<file path="config.mk">
export PLATFORM = sky130hd
export DESIGN_NAME = iq_dispatch_ctrl
export DESIGN_NICKNAME = d
export VERILOG_FILES = /design/src/rtl/iq_dispatch_ctrl.sv
export SDC_FILE = /design/constraint.sdc
export NUM_CORES = 1
export LEC_CHECK = 0
export CORE_AREA = 4 4 41 43
export DETAILED_ROUTE_END_ITERATION = 7
export DIE_AREA = 0 0 45 47
export PLACE_DENSITY = 0.74
export SYNTH_ARGS = -nofsm -noshare
export SYNTH_HDL_FRONTEND = slang
export SYNTH_SLANG_ARGS = --single-unit
export TNS_END_PERCENT = 100
</file>
<file path="constraint.sdc">
create_clock -name clk_i -period 3.05 [get_ports clk_i]
set_input_delay 0.4575 -clock clk_i [delete_from_list [all_inputs] [get_ports clk_i]]
set_output_delay 0.4575 -clock clk_i [all_outputs]
set_load 0.1 [all_outputs]
</file>
<file path="src/rtl/iq_dispatch_ctrl.sv">
// Instruction-queue dispatch controller: decides 0/1/2 head pops per cycle and owns post-flush recovery.
// Optional perf counters are enabled by defining IQ_DISPATCH_PERF_EN.
`default_nettype none

module iq_dispatch_ctrl #(
  parameter int IQ_ENTRIES        = 8,
  parameter int ROB_ENTRIES       = 64,
  parameter int FREE_W            = 7,
  parameter int FLUSH_HOLD_CYCLES = 2,
  localparam int IQ_W  = $clog2(IQ_ENTRIES) + 1,
  localparam int ROB_W = $clog2(ROB_ENTRIES) + 1
) (
  input  logic              clk_i,
  input  logic              rst_i,
  input  logic              flush_i,
  input  logic              recovery_done_i,
  input  logic              stall_i,
  input  logic [IQ_W-1:0]   iq_num_i,
  input  logic              instr1_serial_i,
  input  logic              instr2_serial_i,
  input  logic              instr1_rd_i,
  input  logic              instr2_rd_i,
  input  logic [FREE_W-1:0] free_regs_i,
  input  logic [ROB_W-1:0]  rob_free_i,
  input  logic              rob_empty_i,
  output logic              read_head_o,
  output logic              issue_1_o,
  output logic              issue_2_o,
`ifdef IQ_DISPATCH_PERF_EN
  output logic [1:0]        ctrl_state_o,
  output logic [31:0]       perf_stall_cycles_o,
  output logic [31:0]       perf_dual_cycles_o
`else
  output logic [1:0]        ctrl_state_o
`endif
);

  localparam int HOLD_W = (FLUSH_HOLD_CYCLES < 1) ? 1 : $clog2(FLUSH_HOLD_CYCLES + 1);
  localparam logic [HOLD_W-1:0] HOLD_LOAD = HOLD_W'(FLUSH_HOLD_CYCLES);

  typedef enum logic [1:0] {
    RUN       = 2'd0,
    SER_DRAIN = 2'd1,
    SER_WAIT  = 2'd2,
    RECOVER   = 2'd3
  } state_t;

  state_t            state, state_nxt;
  logic [HOLD_W-1:0] hold_cnt, hold_cnt_nxt;
  logic              done_latch, done_latch_nxt;
  logic              ok1, dual_ok, issue1, issue2;
  logic [FREE_W-1:0] rd_sum;

  always_ff @(posedge clk_i or posedge rst_i) begin
    if (rst_i) begin
      state      <= RECOVER;
      hold_cnt   <= HOLD_LOAD;
      done_latch <= 1'b0;
    end else begin
      state      <= state_nxt;
      hold_cnt   <= hold_cnt_nxt;
      done_latch <= done_latch_nxt;
    end
  end

  always_comb begin
    ok1 = !stall_i && (iq_num_i >= IQ_W'(1)) && (rob_free_i >= ROB_W'(1))
          && (!instr1_rd_i || (free_regs_i >= FREE_W'(1)));
    rd_sum  = FREE_W'(instr1_rd_i) + FREE_W'(instr2_rd_i);
    dual_ok = !instr1_serial_i && !instr2_serial_i && (iq_num_i >= IQ_W'(2))
              && (rob_free_i >= ROB_W'(2)) && (free_regs_i >= rd_sum);
  end

  always_comb begin
    state_nxt      = state;
    hold_cnt_nxt   = hold_cnt;
    done_latch_nxt = done_latch;
    issue1         = 1'b0;
    issue2         = 1'b0;
    if (flush_i) begin
      state_nxt      = RECOVER;
      hold_cnt_nxt   = HOLD_LOAD;
      done_latch_nxt = 1'b0;
    end else begin
      case (state)
        RECOVER: begin
          hold_cnt_nxt   = (hold_cnt == '0) ? '0 : hold_cnt - HOLD_W'(1);
          done_latch_nxt = done_latch | recovery_done_i;
          // Exit once the count has expired this cycle, so the hold lasts exactly FLUSH_HOLD_CYCLES.
          if ((hold_cnt_nxt == '0) && (done_latch || recovery_done_i)) begin
            state_nxt      = RUN;
            done_latch_nxt = 1'b0;
          end
        end
        RUN: begin
          if (instr1_serial_i) begin
            if (ok1 && rob_empty_i) begin
              issue1    = 1'b1;
              state_nxt = SER_WAIT;
            end else begin
              state_nxt = SER_DRAIN;
            end
          end else begin
            issue1 = ok1;
            issue2 = ok1 && dual_ok;
          end
        end
        SER_DRAIN: begin
          if (rob_empty_i && ok1) begin
            issue1    = 1'b1;
            state_nxt = SER_WAIT;
          end
        end
        SER_WAIT: begin
          if (rob_empty_i) state_nxt = RUN;
        end
        default: state_nxt = RECOVER;
      endcase
    end
  end

  assign issue_1_o    = issue1;
  assign issue_2_o    = issue2;
  assign read_head_o  = issue1;
  assign ctrl_state_o = state;

`ifdef IQ_DISPATCH_PERF_EN
  always_ff @(posedge clk_i or posedge rst_i) begin
    if (rst_i) begin
      perf_stall_cycles_o <= '0;
      perf_dual_cycles_o  <= '0;
    end else begin
      if ((iq_num_i != '0) && !issue1) perf_stall_cycles_o <= perf_stall_cycles_o + 32'd1;
      if (issue2)                      perf_dual_cycles_o  <= perf_dual_cycles_o + 32'd1;
    end
  end
`endif

endmodule

`default_nettype wire

</file>
# Word level (Yosys, flattened, before mapping)
# Index checks and enable logic that the tools add are counted.
op_classes:
  add_sub_neg: 2
  mul: 0
  div_mod_pow: 0
  n_lt_le_gt_ge: 6
  n_eq_ne: 7
  shifts: 0
  mux: 20
  n_bitwise: 1
  n_reduce_logical: 21
op_table:
  columns: ["op", "count"]
  rows:
  - ["2-bit 2-to-1 mux", 9]
  - ["7-bit by 1-bit greater-or-equal comparator with 1-bit output (second input constant)", 2]
  - ["3-bit != test (second input constant)", 4]
  - ["1-bit logical AND", 10]
  - ["1-bit 2-to-1 mux", 9]
  - ["2-bit one-hot mux with 4 select lines", 1]
  - ["7-bit by 2-bit greater-or-equal comparator with 1-bit output", 1]
  - ["7-bit by 2-bit greater-or-equal comparator with 1-bit output (second input constant)", 1]
  - ["2-bit zero test", 3]
  - ["2-bit equality test (second input constant)", 2]
  - ["4-bit by 1-bit greater-or-equal comparator with 1-bit output (second input constant)", 1]
  - ["4-bit by 2-bit greater-or-equal comparator with 1-bit output (second input constant)", 1]
  - ["1-bit zero test", 4]
  - ["4-bit AND reduction", 1]
  - ["1-bit by 1-bit adder with 2-bit output", 1]
  - ["2-bit by 1-bit equality test with 1-bit output (second input constant)", 1]
  - ["1-bit logical OR", 2]
  - ["1-bit one-hot mux with 2 select lines", 1]
  - ["2-bit nonzero test", 1]
  - ["2-bit by 1-bit subtractor with 2-bit output (second input constant)", 1]
  - ["1-bit OR", 1]
totals:
  regBits: 5
  latch_bits: 0
  ram_bits: 0
  rom_bits: 0
  input_bits: 28
  n_memories: 0

# Depth between registers and ports, before layout
# Gate-level depths: netlist of the first run.
logic_depth:
  word_depth: 9
  mapped_depth: 5
  ltp_nobuf: 5

# Worst setup path before layout of the first run
# OpenSTA, ideal clock, no wires.
synth_path:
  path_kind: "input -> output"
  from: "input port instr1_rd_i"
  to: "output port issue_2_o"
  arrival_time_ps: 3229
  required_time_ps: 2592
  setup_slack_ps: -636
  stages: 5
  path_buffers: 0
  cell_sequence: "ha_1 ha_1 nand2b_1 a2111oi_0 nor3_1"
synth_between:
  elab_chain_cells: 7
  word_cells_on_any_way: 10
synth_lines:
  columns: ["element", "line", "source"]
  rows:
  - ["start: declaration", "21", "input logic instr1_rd_i,"]
  - ["1-bit by 1-bit adder with 2-bit output or 1-bit zero test (tied branches)", "69, 68", null]
  - ["7-bit by 2-bit greater-or-equal comparator with 1-bit output or 1-bit logical OR (tied branches)", "71, 68", null]
  - ["1-bit logical AND, on equally long branches", "71, 68", null]
  - ["1-bit logical AND (*)", "105", "issue2 = ok1 && dual_ok;"]
  - ["1-bit 2-to-1 mux (*)", "96", "if (instr1_serial_i) begin"]
  - ["1-bit 2-to-1 mux (*)", "85", "case (state)"]
  - ["1-bit 2-to-1 mux (*)", "80", "if (flush_i) begin"]
  - ["end: declaration", "28", "output logic issue_2_o,"]
# Every way passes the cells marked *; elsewhere a longest branch is shown, timed or not.

# Worst setup path in the final report of the first run
# Ends and elaborated chain as after synthesis.

==> reports/results.txt, run 1 <==
Sequential area share after synthesis: 0.299
Register area: 129 µm²
CP dominant cell by count: ha_1
Chip width: 45 µm
Setup crit start: instr1_rd_i
Max-Slew Margin vs Limit: 0.715
Gpl congestion: 0.754
CTS resizes: 0
Final core area utilization: 0.633
Post-CTS Hold Fix Bufs: 0
P_int: 0.000230 W
Data required, critical path: 2.59 ns
Max VDD drop: 0.373 mV
Cell Chain, Critical Path: clkdlybuf4s50_1, ha_1, ha_1, nand2b_1, a2111oi_1, nor3_2, buf_12
RSZ-0062 raised after global routing: false
Outcome: finished clean
Max-slew violation count: 0
Number of routed nets with antenna violations: 0
Clk_skew: 0.00579 ns
Clock power frac: 0.192
Logic gate share of total power: 0.513
TritonCTS clock tree: yes
Critical path arrival: 2.36 ns
Initial antenna violation count: 0
Die ar.: 2120 µm²
Row count: 13
R2R Path Start: ctrl_state_o[1]
CP Max Fanout: 2
Largest net degree at the start of global routing: 9
Area of the multi-input gates: 285 µm²
Net Sw Frac: 0.421
Detailed Route WL: 1130 µm
Most common cell after layout, fill and taps aside: clkdlybuf4s50_1
DRT iter0 DRCs: 5
Critical path class: in -> out
Psw: 0.000168 W
Total Routing Usage GR: 0.123
Post-Place Cell Area: 796 µm²
CP endpoint: issue_2_o
Remaining DRCs: 0
R2R cell count: 4
Sink Count: 5
I/O pin count: 33
Hold Path Class: in -> async
Worst R2R Setup Slack: 1.53 ns
Crit share post-route: 0.924
Global-route wire length before repair: 1870 µm
Startpoint types: input port
Initial Util: 0.332
Latest clock arrival within the worst-skew pair: 0.24 ns
Reg-to-Reg End: ctrl_state_o[1]
Sequential share of power: 0.294
Vias in the first global route: 472
Clock-pin slew on the worst setup and hold paths: 0.05 ns
Mapped Cells: 51
Syn_nets: 82
Worst-margin pin slew: 0.427 ns
Post-CTS setup repair buffer count: 0
WP buf/inv: 2
Htree depth: 1
Filler Cell Count: 124
#FFs+latches synth: 5
Top Family by Delay on Critical Path: buffers and inverters
Core area: 1300 µm²
Commonest non-fill, non-tap cells in the layout: 27 x clkdlybuf4s50_1, 6 x nor2_1, 5 x inv_1
Mean Syn Cell Area: 8.46 µm²
Area Growth Syn to Fin: 90.7%
Min Tclk post-route: 2.82 ns
Longest Clk Path Bufs: 2
Final Cell Area: 823 µm²
Hold Violations, Final: 0
Drt first pass iters: 4
Final Net Count: 118
Tot Pwr: 0.000398 W
Clk root buf: clkbuf_4
Leakage Power: 0.328 nW
Setup TNS: 0 ns
GRT overflow: 0
Via density: 5.06
Post-Syn Area: 432 µm²
Port bufs: 32
Layout cell share with drive strength beyond 1: 0.209
Height of the die: 47 µm
Setup crit end kind: output port
Ys Warns: 0
Count of cell types in the netlist: 25
CP Depth: 7
Fmax: 355 MHz
Crit path largest cell delay: 0.47 ns
N_diodes: 0
Power Dens Cells: 483 nW/µm²
Vias: 511
CP max stage cell: a2111oi_1
Final-report setup violation count: 0
Detailed placement HPWL: 1020 µm
Drt wl/cell: 11.2 µm
CTS Buf Count: 3
Maxcap violations: 0
-- cells in the mapped netlist --
master     n  area share
nor2_1     7       0.061
inv_1      5       0.043
nand2b_1   4       0.058
dfstp_2    3        0.18
ha_1       3       0.087
nor3_1     3       0.035
or4_4      3       0.078
a21oi_1    2       0.023
a31oi_1    2       0.029
dfrtp_1    2        0.12
nand4_1    2       0.029
o21ai_0    2       0.023
a2111oi_0  1       0.020
a221oi_1   1       0.020
a2bb2oi_1  1       0.020
and3_4     1       0.026
buf_4      1       0.017
mux2_2     1       0.026
nand2_1    1      0.0087
nor2b_1    1       0.015
nor3b_1    1       0.017
nor4_1     1       0.015
o31ai_1    1       0.017
or3_1      1       0.015
or4_1      1       0.017
-- sequential cells by signal (all words and copies together) (netlist names) --
| signal | count |
|---|---|
| ctrl_state_o | 2 |
| done_latch | 1 |
| hold_cnt | 2 |
-- layer usage --
layer / vias to the layer above / GRT usage / wire length (µm)
li1: 263 / - / -
met1: 226 / 0.133 / 465
met2: 22 / 0.220 / 561
met3: 0 / 0.0613 / 102
met4: 0 / 0.0175 / 0
met5: - / 0 / 0
-- logic make-up after synthesis --
family / Yosys count / synth area share
simple gates: 26 / 0.374
compound gates: 10 / 0.154
buf+inv: 6 / 0.0609
flops: 5 / 0.299
fa+ha+maj: 3 / 0.0870
mux: 1 / 0.0261
-- per-stage QoR --
| stage | setup WS [ns] | cells | hold slack, ns |
|---|---|---|---|
| 2_1_floorplan | 0.208 | 51 | 0.234 |
| 3_3_place_gp | 0.219 | 97 | 0.485 |
| 3_5_place_dp | 0.151 | 97 | 0.495 |
| 4_1_cts | 0.151 | 101 | 0.400 |
| 5_1_grt | 0.0553 | 101 | 0.422 |
| 6_report | 0.233 | 101 | 0.406 |
-- final cells by class --
cell class,instances,area share
Tap cell,15,0.0228
Multi-Input combinational cell,40,0.347
Clock buffer,4,0.0319
Sequential cell,5,0.157
Timing Repair Buffer,32,0.419
Inverter,5,0.0228
-- power by group through the flow --
stage	registers [W]	logic (W)	clock network, W
after floorplan	0.000172	0.0000804	0
after global placement	0.000117	0.000201	0
after detailed placement	0.000118	0.000205	0
after CTS	0.000117	0.000206	0.0000811
after global routing	0.000120	0.000222	0.0000847
final	0.000117	0.000204	0.0000765
-- worst min-delay path by stage --
stage                   to  slack, ns  cells after the start
5_1_grt         done_latch       0.42                      2
6_report        done_latch       0.41                      2
3_5_place_dp   hold_cnt[1]       0.50                      2
2_1_floorplan   done_latch       0.23                      1
3_3_place_gp   hold_cnt[1]       0.49                      2
4_1_cts         done_latch       0.40                      2
(Power assumes the default switching activity.)
==> run 2, diff against run 1 <==
--- a/config.mk
+++ b/config.mk
@@ -5,9 +5,9 @@
 export SDC_FILE = /design/constraint.sdc
 export NUM_CORES = 1
 export LEC_CHECK = 0
-export CORE_AREA = 4 4 41 43
+export CORE_AREA = 2 2 39 41
 export DETAILED_ROUTE_END_ITERATION = 7
-export DIE_AREA = 0 0 45 47
+export DIE_AREA = 0 0 41 43
 export PLACE_DENSITY = 0.74
 export SYNTH_ARGS = -nofsm -noshare
 export SYNTH_HDL_FRONTEND = slang
==> run 2 against run 1 <==
  * Non-clock buffer count unchanged
  * Via count decreased by 1.6%
  * Sequential power about the same
  * Die area decreased by 17%
  * Setup slack got worse by 0.051 ns
  * Critical endpoint unchanged
  * Largest power group unchanged
==> reports/results.txt, run 2 (synthesis results as in run 1) <==
Vias in the first global route: 443 (-6.1%)
Hold Path Class: in -> async
Max VDD drop: 0.162 mV (-57%)
Leakage Power: 0.328 nW (about the same)
CP Max Fanout: 2 (unchanged)
Latest clock arrival within the worst-skew pair: 0.24 ns (about the same)
Layout cell share with drive strength beyond 1: 0.209 (unchanged)
Power Dens Cells: 479 nW/µm² (-0.87%)
Clock-pin slew on the worst setup and hold paths: 0.05 ns (about the same)
DRT iter0 DRCs: 6 (+1)
Post-CTS Hold Fix Bufs: 0 (unchanged)
Row count: 14 (+1)
Longest Clk Path Bufs: 2 (unchanged)
Startpoint types: input port
Gpl congestion: 0.661 (-12%)
Worst-margin pin slew: 0.505 ns (+0.0781 ns)
Dpl ws: 0.185 ns (+0.0345 ns)
Port bufs: 32 (unchanged)
Final Net Count: 118 (unchanged)
Post-Place Cell Area: 797 µm² (+0.16%)
Max-slew violation count: 0 (unchanged)
Core area: 1380 µm² (+6.3%)
Clk root buf: clkbuf_4
Via density: 4.93 (-2.5%)
Htree depth: 1 (unchanged)
Final-report setup violation count: 0 (unchanged)
Setup crit end kind: output port
Sink Count: 5 (unchanged)
CTS Buf Count: 3 (unchanged)
CTS resizes: 0 (unchanged)
Remaining DRCs: 0 (unchanged)
Chip width: 41 µm (-8.9%)
Vias: 503 (-1.6%)
Clk_skew: 0.00722 ns (+0.00143 ns)
RSZ-0062 raised after global routing: false
Final Cell Area: 823 µm² (unchanged)
TritonCTS clock tree: yes
Drt first pass iters: 2 (-2)
Area Growth Syn to Fin: 90.7% (unchanged)
GRT overflow: 0 (unchanged)
CP max stage cell: a2111oi_0
Initial Util: 0.312 (-0.0198)
Outcome: finished clean
Most common cell after layout, fill and taps aside: clkdlybuf4s50_1
Detailed placement HPWL: 912 µm (-11%)
Final cell count without fillers: 102 (+0.99%)
Fmax: 349 MHz (-1.8%)
Crit share post-route: 0.940 (+0.0166)
Post-CTS setup repair buffer count: 0 (unchanged)
Final worst slack: 0.182 ns (-0.0507 ns)
Die ar.: 1760 µm² (-17%)
Min Tclk post-route: 2.87 ns (+0.0507 ns)
Maxcap violations: 0 (unchanged)
N_diodes: 0 (unchanged)
Height of the die: 43 µm (-8.5%)
Crit path largest cell delay: 0.52 ns (+0.05 ns)
CP dominant cell by count: ha_1
Critical path arrival: 2.41 ns (+0.05 ns)
Number of routed nets with antenna violations: 0 (unchanged)
Hold Violations, Final: 0 (unchanged)
Max-Slew Margin vs Limit: 0.655 (-0.0601)
Commonest non-fill, non-tap cells in the layout: 27 x clkdlybuf4s50_1, 6 x nor2_1, 5 x inv_1
Initial antenna violation count: 0 (unchanged)
Drt wl/cell: 9.96 µm (-11%)
Detailed Route WL: 1020 µm (-9.9%)
Largest net degree at the start of global routing: 9 (unchanged)
Critical path class: in -> out
Total Routing Usage GR: 0.139 (+0.0160)
DP Cell Count: 98 (+1.0%)
Final core area utilization: 0.595 (-0.0378)
Data required, critical path: 2.59 ns (about the same)
Setup TNS: 0 ns (unchanged)
Global-route wire length before repair: 1670 µm (-11%)
Cell Chain, Critical Path: clkdlybuf4s50_1, ha_1, ha_1, nand2b_1, a2111oi_0, nor3_2, buf_12
I/O pin count: 33 (unchanged)
==> run 2: changes by cell type in the layout (fill, tap and decap cells not counted) <==
| cell | before | now |
|---|---|---|
| a2111oi_1 | 1 | 0 |
| a2111oi_0 | 0 | 1 |
==> run 2: area by class of cell <==
cell class                 instances  area (µm²)
fill                             135         561
multi-input combinational         40         284
clock buffer                       4        26.3
timing repair buffer              32         345
inverter                           5        18.8
sequential                         5         129
tap                               16        20.0
==> run 2: per-layer routing <==
metal / vias up / GRT usage / wire (µm)
met5: - / 0 / 0
met4: 0 / 0.0800 / 0
met3: 0 / 0.0681 / 103
met2: 21 / 0.203 / 506
met1: 220 / 0.155 / 406
li1: 262 / - / -
==> run 2: metrics by stage <==
step / hold WS, ns / total power [W]
after floorplan: 0.234 / 0.000252
after global placement: 0.486 / 0.000318
after detailed placement: 0.504 / 0.000322
after CTS: 0.405 / 0.000399
after global routing: 0.409 / 0.000425
final: 0.408 / 0.000395
==> run 2: final timing paths <==
check / from / endpoint / slack [ns] / depth (start not counted)
max: instr1_rd_i / issue_2_o / 0.18 / 7
min: rst_i / hold_cnt[0] / 0.41 / 2
max reg2reg: ctrl_state_o[1] / ctrl_state_o[0] / 1.56 / 4
min reg2reg: hold_cnt[1] / hold_cnt[1] / 0.51 / 2
max in group asynchronous: rst_i / ctrl_state_o[1] / 2.40 / 2
min in group clk_i: hold_cnt[1] / hold_cnt[1] / 0.51 / 2
==> run 2: report_power, final <==
| part | internal [W] | total, W | switching [W] |
|---|---|---|---|
| clock network | 0.0000494 | 0.0000751 | 0.0000257 |
| registers | 0.0000955 | 0.000117 | 0.0000219 |
| logic | 0.0000852 | 0.000202 | 0.000117 |
| total | 0.000230 | 0.000395 | 0.000164 |
==> run 2: worst max-delay path: cells and delay by family <==
family,cells,cell delay [ns]
AOI/OAI and AO/OA,1,0.52
and+or+nand+nor,2,0.26
adders and majority gates,2,0.56
buffers and inverters,2,0.61
==> run 3, diff against run 2 <==
--- a/config.mk
+++ b/config.mk
@@ -6,9 +6,11 @@
 export NUM_CORES = 1
 export LEC_CHECK = 0
 export CORE_AREA = 2 2 39 41
+export CTS_CLUSTER_DIAMETER = 80
 export DETAILED_ROUTE_END_ITERATION = 7
 export DIE_AREA = 0 0 41 43
 export PLACE_DENSITY = 0.74
+export SLEW_MARGIN = 15
 export SYNTH_ARGS = -nofsm -noshare
 export SYNTH_HDL_FRONTEND = slang
 export SYNTH_SLANG_ARGS = --single-unit
==> results of run 3 <==
Same layout as run 2: the final DEF is identical, and so are final timing and power.
==> edit: new RTL, settings of run 3 <==
Change the parameter `FLUSH_HOLD_CYCLES` from 2 to 4.
--- a/src/rtl/iq_dispatch_ctrl.sv
+++ b/src/rtl/iq_dispatch_ctrl.sv
@@ -8,3 +8,3 @@
   parameter int FREE_W            = 7,
-  parameter int FLUSH_HOLD_CYCLES = 2,
+  parameter int FLUSH_HOLD_CYCLES = 4,
   localparam int IQ_W  = $clog2(IQ_ENTRIES) + 1,
Check against the original RTL: not equivalent (Yosys sat finds a counterexample within 4 cycles, from zero or initial values and one cycle with rst_i high).
==> edit against run 3 <==
Largest cell class unchanged; global-route usage is 5.2 points higher; total power is 31% higher; clock power is 8.5% higher; wire length is 47% higher; critical endpoint unchanged; worst setup slack better by 0.14 ns; area after synthesis is 13% higher; sequential cell count is 1 higher; count of clock-buffer cells in the layout stayed put; design area is 8.8% higher; register-to-register slack worse by 0.03 ns.
==> edit: results (changes against run 3) <==
<table>
<tr><th>Metric</th><th>Value</th></tr>
<tr><th colspan="2">Placement</th></tr>
<tr><td>Worst slack after detailed placement</td><td>0.299 ns (was 0.185 ns)</td></tr>
<tr><td>Weighted congestion reported at the end of routability-driven placement</td><td>0.715 (was 0.661)</td></tr>
<tr><td>Number of placed instances with taps included</td><td>103 (was 98)</td></tr>
<tr><td>Instance area after placement</td><td>870 µm² (was 797 µm²)</td></tr>
<tr><td>Sum of net half-perimeters after detailed placement</td><td>1270 µm (was 912 µm)</td></tr>
<tr><th colspan="2">STA</th></tr>
<tr><td>Max_slew headroom</td><td>0.701 (was 0.655)</td></tr>
<tr><th colspan="2">Detailed routing</th></tr>
<tr><td>Detailed Routing Iterations Pass 1</td><td>3 (was 2)</td></tr>
<tr><td>Total wire length after detailed routing</td><td>1500 µm (was 1020 µm)</td></tr>
<tr><td>Vias</td><td>570 (was 503)</td></tr>
<tr><td>Violation count after the first detailed-route iteration</td><td>4 (was 6)</td></tr>
<tr><th colspan="2">Synthesis</th></tr>
<tr><td>Compound-cell area share of the yosys netlist</td><td>0.176 (was 0.154)</td></tr>
<tr><td>Top cells by area, synth</td><td>sky130_fd_sc_hd__dfstp_2 (16%), sky130_fd_sc_hd__dfrtp_1 (15%), sky130_fd_sc_hd__ha_1 (7.7%), sky130_fd_sc_hd__nor4_1 (6.4%), sky130_fd_sc_hd__nor2_1 (5.4%) (was sky130_fd_sc_hd__dfstp_2 (18%), sky130_fd_sc_hd__dfrtp_1 (12%), sky130_fd_sc_hd__ha_1 (8.7%), sky130_fd_sc_hd__or4_4 (7.8%), sky130_fd_sc_hd__nor2_1 (6.1%))</td></tr>
<tr><td>Synthesized netlist net count</td><td>88 (was 82)</td></tr>
<tr><td>Average cell area after synthesis</td><td>8.58 µm² (was 8.46 µm²)</td></tr>
<tr><td>Sequential fraction of the synthesis area</td><td>0.315 (was 0.299)</td></tr>
<tr><th colspan="2">Global route</th></tr>
<tr><td>Global-route wire length before repair</td><td>2240 µm (was 1670 µm)</td></tr>
<tr><td>Total global routing track utilization</td><td>0.191 (was 0.139)</td></tr>
<tr><td>Maximum number of pins on one net before global-route repair</td><td>10 (was 9)</td></tr>
<tr><th colspan="2">Final layout</th></tr>
<tr><td>Number of fill cells in the layout</td><td>117 (was 135)</td></tr>
<tr><td>Proportion of layout cells with a drive suffix above 1</td><td>0.187 (was 0.209)</td></tr>
<tr><td>Multi-input gate area in the final layout</td><td>332 µm² (was 284 µm²)</td></tr>
<tr><td>Number of nets in the final layout</td><td>123 (was 118)</td></tr>
<tr><th colspan="2">Power</th></tr>
<tr><td>Leakage dissipation</td><td>0.000352 µW (was 0.000328 µW)</td></tr>
<tr><td>Max IR drop VDD</td><td>0.352 mV (was 0.162 mV)</td></tr>
<tr><th colspan="2">Run status</th></tr>
<tr><td>Status</td><td>complete, no violations (unchanged)</td></tr>
<tr><th colspan="2">Worst setup path</th></tr>
<tr><td>Arrival time at the worst endpoint</td><td>2.28 ns (was 2.41 ns)</td></tr>
</table>
-- edit: cell count changes after synthesis, sizes merged, moves of 2 or more --
cell | run 3 | this run
nor4 | 1 | 6
a21oi | 2 | 4
nand2 | 1 | 3
nand2b | 4 | 2
nand4 | 2 | 0
or4 | 4 | 2
-- edit: power breakdown --
part	switching, µW	internal, µW	leakage (µW)	total (µW)
Combinational	166	104	0.000266	270
Clock	31.8	49.8	0.0000150	81.5
Sequential	43.5	123	0.0000709	167
-- edit: final timing paths --
path	end	slack (ns)	depth (start not counted)
max in group asynchronous	ctrl_state_o[1]$_DFFE_PP1P_	2.37	2
max	issue_2_o	0.32	8
min reg2reg	hold_cnt[2]$_DFFE_PP1P_	0.50	2
min	hold_cnt[1]$_DFFE_PP0P_	0.42	2
min in group clk_i	hold_cnt[2]$_DFFE_PP1P_	0.50	2
max reg2reg	ctrl_state_o[1]$_DFFE_PP1P_	1.53	4
-- edit: final cells by class --
type	count	share of cell area
Clock buffer	4	0.0293
Inverter	5	0.0209
Multi-Input combinational cell	44	0.370
Sequential cell	6	0.172
Tap cell	16	0.0223
Timing Repair Buffer	32	0.385
-- edit: worst max-delay path: stages --
cell and delay [ns]:
sky130_fd_sc_hd__clkdlybuf4s50_1 0.45, sky130_fd_sc_hd__ha_1 0.33, sky130_fd_sc_hd__ha_1 0.28, sky130_fd_sc_hd__inv_1 0.03, sky130_fd_sc_hd__a21boi_0 0.15, sky130_fd_sc_hd__o311ai_1 0.14, sky130_fd_sc_hd__nor4_4 0.23, sky130_fd_sc_hd__buf_12 0.22
-- edit: per-layer routing --
metal	vias up	global-route usage	wire, µm
li1	282	-	-
met1	258	0.180	555
met2	22	0.334	758
met3	8	0.0366	118
met4	0	0.133	64
met5	-	0	0
